**config.mk**
```make
export PLATFORM = sky130hd
export DESIGN_NAME = npu_arc_halt_seq
export DESIGN_NICKNAME = d
export VERILOG_FILES = /design/src/rtl/npu_arc_halt_seq.sv
export SDC_FILE = /design/constraint.sdc
export NUM_CORES = 1
export LEC_CHECK = 0
export BUFFER_PORTS_ARGS = -buffer_cell sky130_fd_sc_hd__buf_2
export CAP_MARGIN = 20
export CORE_ASPECT_RATIO = 1.4
export CORE_UTILIZATION = 56
export CTS_CLUSTER_DIAMETER = 30
export DETAILED_ROUTE_END_ITERATION = 7
export PLACE_DENSITY = 0.79
export SLEW_MARGIN = 5
export SYNTH_ARGS = -nofsm -noshare
export SYNTH_HDL_FRONTEND = slang
export SYNTH_SLANG_ARGS = --single-unit
```
**constraint.sdc**
```tcl
create_clock -name clk -period 6.5 [get_ports clk]
set_clock_uncertainty 0.05 [all_clocks]
set_input_delay 0.65 -clock clk [delete_from_list [all_inputs] [get_ports clk]]
set_output_delay 0.65 -clock clk [all_outputs]
set_load 0.01 [all_outputs]
```
**src/rtl/npu_arc_halt_seq.sv**
```systemverilog
// ARC core halt/run sequencer: walks the command mask one core at a time,
// drives the per-core halt request and waits for a synchronized acknowledge.
module npu_arc_halt_seq #(
  parameter int N_CORES = 18,
  parameter int TMO_CYC = 1023
) (
  input  logic               clk,
  input  logic               rst_a,
  input  logic               cmd_valid,
  output logic               cmd_ready,
  input  logic               cmd_halt,
  input  logic [N_CORES-1:0] cmd_mask,
  input  logic [N_CORES-1:0] halt_ack,
  input  logic [N_CORES-1:0] run_ack,
  output logic [N_CORES-1:0] halt_req_a,
  output logic [N_CORES-1:0] halted,
  output logic               busy,
  output logic               done,
  output logic               err,
  output logic [N_CORES-1:0] err_mask
);

  localparam int IW = (N_CORES > 1) ? $clog2(N_CORES) : 1;

  typedef enum logic [1:0] {
    IDLE,
    SCAN,
    WAIT,
    DONE
  } state_t;

  state_t state;
  state_t state_nxt;

  logic [N_CORES-1:0] halt_m;
  logic [N_CORES-1:0] halt_s;
  logic [N_CORES-1:0] run_m;
  logic [N_CORES-1:0] run_s;
  logic [N_CORES-1:0] rem;
  logic [IW-1:0]      idx;
  logic [IW-1:0]      lsb;
  logic [15:0]        cnt;
  logic               op;
  logic               accept;
  logic               hit;
  logic               tmo;

  // acks come from other clock domains
  always_ff @(posedge clk or posedge rst_a) begin
    if (rst_a) begin
      halt_m <= '0;
      halt_s <= '0;
      run_m  <= '0;
      run_s  <= '0;
    end else begin
      halt_m <= halt_ack;
      halt_s <= halt_m;
      run_m  <= run_ack;
      run_s  <= run_m;
    end
  end

  always_comb begin
    lsb = '0;
    for (int i = N_CORES - 1; i >= 0; i--) begin
      if (rem[i]) lsb = IW'(i);
    end
  end

  assign accept = cmd_valid & cmd_ready;
  assign hit    = op ? halt_s[idx] : run_s[idx];
  assign tmo    = (cnt == 16'(TMO_CYC));

  always_ff @(posedge clk or posedge rst_a) begin
    if (rst_a) state <= IDLE;
    else       state <= state_nxt;
  end

  always_comb begin
    state_nxt = state;
    unique case (state)
      IDLE:    if (accept) state_nxt = SCAN;
      SCAN:    state_nxt = (rem == '0) ? DONE : WAIT;
      WAIT:    if (hit || tmo) state_nxt = SCAN;
      DONE:    state_nxt = IDLE;
      default: state_nxt = IDLE;
    endcase
  end

  always_comb begin
    cmd_ready = (state == IDLE) & ~rst_a;
    busy      = (state != IDLE);
    done      = (state == DONE);
    err       = (state == DONE) & (|err_mask);
  end

  always_ff @(posedge clk or posedge rst_a) begin
    if (rst_a) begin
      op         <= 1'b0;
      rem        <= '0;
      idx        <= '0;
      cnt        <= '0;
      halt_req_a <= '0;
      halted     <= '0;
      err_mask   <= '0;
    end else begin
      unique case (state)
        IDLE: begin
          if (accept) begin
            op       <= cmd_halt;
            rem      <= cmd_mask & (cmd_halt ? ~halted : halted);
            err_mask <= '0;
          end
        end
        SCAN: begin
          if (rem != '0) begin
            idx             <= lsb;
            halt_req_a[lsb] <= op;
            cnt             <= '0;
          end
        end
        WAIT: begin
          // success wins over a same-cycle timeout
          if (hit) begin
            halted[idx] <= op;
            rem[idx]    <= 1'b0;
          end else if (tmo) begin
            err_mask[idx] <= 1'b1;
            rem[idx]      <= 1'b0;
            if (op) halt_req_a[idx] <= 1'b0;
          end else begin
            cnt <= cnt + 16'd1;
          end
        end
        DONE: ;
        default: ;
      endcase
    end
  end

endmodule

```
Yosys cells after proc, flatten, opt, wreduce, memory -nomap -nowiden
Cells that the tools add are included.
Storage, ports and cells
  input port bits: 58
  bits in registers: 168
  output and inout port bits: 58
  logic and storage cells: 108
Cells by class
  equal/unequal tests: 12
  reductions and logical operators: 18
  multiplexer cells: 51
  add/subtract/negate cells: 1
  $lt $le $gt $ge: 4
  bitwise operators: 10
Operators by type and width (count)
  two-way mux 18 bit: 11
  one-hot mux 18 bit (2 select lines): 3
  two-way mux 5 bit: 18
  bitwise AND 18 bit: 3
  two-way mux 16 bit: 3
  bitwise mux 18 bit: 2
  inverter 18 bit: 2
  one-hot mux 16 bit (2 select lines): 1
  logical NOT 18 bit: 1
  OR 18 bit: 1
  nonzero test 18 bit: 1
  OR reduction 18 bit: 1
  adder 16 x 1 -> 16 bit, second input constant: 1
  equality test 16 x 10 -> 1 bit, second input constant: 1
  inequality test 2 bit, second input constant: 7
  less-than comparator 5 x 6 -> 1 bit, second input constant: 2
  binary-select mux 1 bit (select 5 bit): 2
  demux 1 bit (select 5 bit): 2
  >= comparator 5 x 1 -> 1 bit, second input constant: 2
  one-hot mux 2 bit (4 select lines): 1
  AND reduction 2 bit: 4
  AND reduction 4 bit: 2
  two-way mux 1 bit: 6
  nonzero test 2 bit: 3
  11 further kinds: 16

Logic depth before layout (Yosys ltp)
  word-level depth: 25
  mapped depth: 10
  depth with buffers taken out: 7

Least setup slack after synthesis
Ideal clock, no wire load.
  path type: register -> register
  from: register idx[0]
  to: register cnt[13]
  clock period less this slack: 2378 ps
  path slack: 4122 ps
  data arrival time: 2188 ps
  stages on the path, launching flop included: 10
  required time: 6310 ps
  setup time: 140 ps
  path buffers: 3
  path through: dfrtp_1 -> buf_6 -> mux4_2 -> a22oi_1 -> and4_1 -> buf_2 -> o32ai_2 -> buf_2 -> o311ai_0 -> o41ai_1
Between the ends
  cells in the longest elaborated chain, start to end: 5
  elaborated cells on any way between the ends: 7
  classes of those cells: eq/ne (1); mux (5); reduce/logical (1)
RTL lines
  from (decl): RTL line 40  | logic [IW-1:0] idx;
  from (signal assigned): RTL line 117  | idx <= lsb;
  binary-select mux 1 bit (select 5 bit): RTL line 71  | assign hit = op ? halt_s[idx] : run_s[idx];
  two-way mux 1 bit (not written as such): RTL line 71
  two-way mux 1 bit (*): RTL line 71
  inequality test 2 bit (no line) (*)
  AND reduction 4 bit (no line) (*)
  to (signal assigned): RTL line 132  | cnt <= cnt + 16'd1;
  to (decl): RTL line 42  | logic [15:0] cnt;
Mark *: on every way between the ends. The rest lies on a longest branch, timed or not. The select of a mux whose other input is x is not followed.
A chain may end at the register's enable or synchronous reset.

Worst setup path after layout
  from: register idx[0]
  to: register err_mask[12]
Between the ends
  cells in the longest elaborated chain, start to end: 8
  elaborated cells on any way between the ends: 16
  classes of those cells: order compare (2); eq/ne (1); mux (10); bitwise (1); reduce/logical (2)
RTL lines
  less-than comparator 5 x 6 -> 1 bit (not written as such) / >= comparator 5 x 1 -> 1 bit (equally long branches): RTL line 128  | err_mask[idx] <= 1'b1;
  logical AND 1 bit (not written as such): RTL line 128
  two-way mux 1 bit (not written as such): RTL line 128
  demux 1 bit (select 5 bit): RTL line 128
  OR 18 bit (no line)
  two-way mux 18 bit: RTL line 127  | end else if (tmo) begin
  two-way mux 18 bit: RTL line 124  | if (hit) begin
  one-hot mux 18 bit (2 select lines): RTL line 107  | unique case (state)
  to (signal assigned): RTL line 105  | err_mask <= '0;
  to (signal assigned): RTL line 112  | err_mask <= '0;
  to (signal, indexed assignment): RTL line 128
  to (decl): RTL line 20  | output logic [N_CORES-1:0] err_mask
Several ways; a longest one is shown, not always the timed one. The select of a mux whose other input is x is not followed.

==> out/results.tsv <==
stage	metric	value	unit
cts	cts_sinks	168	
die	die_area	13300	um2
synth	syn_nets	699	
worst_setup_path	crit_arrival	3.74	ns
worst_setup_path	r2r_cells	6	
timing	hold_violations	0	
cts	hold_buffers	0	
timing	maxSlewHeadroom	27.8	%
final_layout	drive_gt1_share	24.1	%
grt	grt_pass1_vias	5681	
pwr	power_leakage	3.82	nW
timing	layout_setup_ws	3.07	ns
placement	gp_congestion	0.919	
die	dieWidth	97.7	um
placement	hpwl	12800	um
synth	netlist_instances	640	
cts	cts_tree	built	
synth	synth-seq-cells	168	
timing	rsz0062_at_grt	no	
synth	syn-mean-instance-area	11.2	um2
pwr	p_sw	0.00133	W
cts	root_buffer	clkbuf_16	
final_layout	final_common_cell	dfrtp_1	
final_layout	nFillCells	909	
timing	setup_tns	0	ns
routing	drt-pass1-iter-count	7	
grt	globalRouteOverflowTotal	0	
final_layout	multi_input_comb_area	2770	um2
cts	ctsResizeCount	0	
grt	grt_usage	29.2	%
worst_setup_path	path_max_fanout	20	
timing	fin_crit_sh	52.8	%
worst_setup_path	cpMaxStageDelayCell	dfrtp_1	
grt	grt_pass1_wl	29300	um
synth	syn_area	7180	um2
placement	pre_cts_ws	3.11	ns
die	fp.dieH	136	um
final_layout	layout.cells.most_common_list	168 x dfrtp_1, 115 x buf_2, 77 x nand2_1, 39 x nor2_1, 39 x o21ai_0	
pwr	p_int	0.00211	W
routing	route.detailed.drc	8	
pwr	p_per_area	410	nW/um2
timing	min_period	3.43	ns
final_layout	syn2layout_area_growth	16.9	%
worst_hold_path	min_delay_path_depth	1	
worst_setup_path	cp-start-kind	register	
cts	clock_path_buffers	2	
routing	viasPerCell	6.26	
pwr	switching_share	38.7	%
timing	drv_slew	0	
worst_setup_path	cp_data_required_time	6.81	ns
synth	yosysWarningCount	0	
routing	drt_iter0_markers	539	
synth	async_reset_ff_share	100	%
cts	insertion_delay	0.42	ns
pwr	vdd_drop_max	0.000267	V
routing	wl_per_cell	20.6	um
placement	portBuffers	115	
pwr	pwr-share-clk	28.2	%
worst_setup_path	r2r_end	err_mask[12]	
cts	numCtsBuffers	17	
run_status	status	finished, violations left	
die	rows	48	
synth	synth_ff_type	dfrtp_1	
die	io_pins	116	
cts	cts_max_level	4	
worst_setup_path	critical_path_class	reg -> reg	
worst_setup_path	path_cells	mux4_2 > a22oi_1 > and4_1 > or2_4 > nor3b_4 > a22o_1	
routing	routed-via-count	5664	
final_layout	antenna_cells	0	
synth	synth_edf_count	0	
cts	post_cts_buffers	0	
flow_run	max_cap_viol_count	0	
worst_setup_path	end_kind	register	
routing	ant_nets	0	
pwr	p_seq_share	41.1	%
cts	clk_pin_slew	0.07	ns
worst_setup_path	rrSetupSlack	3.07	ns
run_status	violations	design-rule violations	
worst_hold_path	hp-class	in -> reg	
grt	grt_max_degree	94	
pwr	p_comb_share	30.7	%
worst_hold_path	min_to	halt_m[10]	
grt	antenna_found_initial	0	
timing	finalSetupViolCount	0	
final_layout	seqCellArea	4200	um2
worst_hold_path	hold_start	halt_ack[10]	
synth	ys_seq_area_share	58.5	%
die	coreArea	12400	um2
die	initial_utilization	57.8	%
synth	synth_cell_types	58	
worst_setup_path	r2r-start	idx[0]	
timing	worstMarginPinSlew	1.08	ns
worst_setup_path	max_stage_delay	0.94	ns
routing	wl	18600	um
timing	max_clock_freq	0.291	GHz
final_layout	finalNetCount	801	
cell families (layout without fill, tap and decap cells):
| group | Yosys count | in the layout | share of synthesized area [%] |
|---|---|---|---|
| simple gates | 229 | 229 | 15.9 |
| xor+xnor | 18 | 18 | 2.19 |
| mux | 30 | 30 | 5.89 |
| buf+inv | 49 | 164 | 2.98 |
| compound gates | 145 | 145 | 14.4 |
| flops | 168 | 168 | 58.5 |
| fa+ha+maj | 1 | 1 | 0.174 |
power groups by stage:
stage	Clock, W	Sequential (W)	Combinational [W]
after global routing	0.00102	0.00144	0.00115
final	0.000969	0.00142	0.00106
after CTS	0.000980	0.00141	0.00104
after floorplan	0	0.00133	0.000809
after detailed placement	0	0.00142	0.00103
after global placement	0	0.00141	0.000978
synth_stat cells (4+ instances only):
cell,n,share of area [%]
dfrtp_1,168,59
nand2_1,77,4.0
nor2_1,39,2.0
o21ai_0,39,2.7
a21oi_1,23,1.6
nor3_1,22,1.5
clkbuf_1,21,1.1
nand3_1,21,1.5
a22o_1,18,2.2
xor2_1,18,2.2
mux2_2,15,2.4
or3_1,15,1.3
inv_1,14,0.73
nor4_1,11,0.96
a32oi_1,10,1.2
a221o_1,9,1.3
buf_2,9,0.63
o31ai_1,9,0.94
mux4_2,8,2.5
o311a_1,8,1.1
and2_1,7,0.61
nand2b_1,7,0.61
or4_1,5,0.52
a22oi_1,4,0.42
and3_1,4,0.35
mux2i_1,4,0.56
nand4_1,4,0.35
o22ai_1,4,0.35
sequential cells by signal (all words and copies together) (netlist names):
name / cells
cnt: 16
err_mask: 18
halt_m: 18
halt_req_a: 18
halt_s: 18
halted: 18
idx: 5
op: 1
rem: 18
run_m: 18
run_s: 18
state: 2
critical path, delay by kind of cell, from the launching register on:
family	cells	cell delay (ns)
AOI/OAI and AO/OA	2	0.41
DFF	1	0.94
and+or+nand+nor	3	1.33
muxes	1	0.63
stage by stage:
stage | cell area (um2) | cells | utilization [%] | total power, W | hold WS (ns)
floorplan | 7180 | 640 | - | 0.00214 | 0.281
global placement | 7800 | 871 | 62.7 | 0.00239 | 0.284
detailed placement | 7800 | 872 | 62.8 | 0.00245 | 0.285
CTS | 8370 | 904 | 67.3 | 0.00342 | 0.271
global route | 8400 | 905 | 67.5 | 0.00361 | 0.273
finish | 8400 | 905 | 67.5 | 0.00344 | 0.276
cell type report:
cell class	count	share of cell area, %
sequential	168	50.1
multi-input combinational	423	32.9
timing repair buffer	118	7.36
clock buffer	20	5.32
tap	150	2.24
clock inverter	12	1.40
inverter	14	0.685
routing by layer:
layer / wire length (um) / share of wire, % / global-route usage (%)
met1: 6850 / 37 / 33.4
met2: 9760 / 52 / 51.5
met4: 893 / 4.8 / 17.0
met5: 0 / 0 / 0
met3: 1130 / 6.1 / 5.35
worst max-delay path by stage:
stage / startpoint / end / slack, ns
finish: idx[0] / err_mask[12] / 3.07
detailed placement: idx[0] / err_mask[9] / 3.11
global placement: rem[0] / cnt[13] / 3.23
CTS: idx[0] / err_mask[12] / 3.07
floorplan: rst_a / cnt[0] / 1.25
global route: idx[0] / err_mask[15] / 2.87
Power figures use the tool's default switching activity.
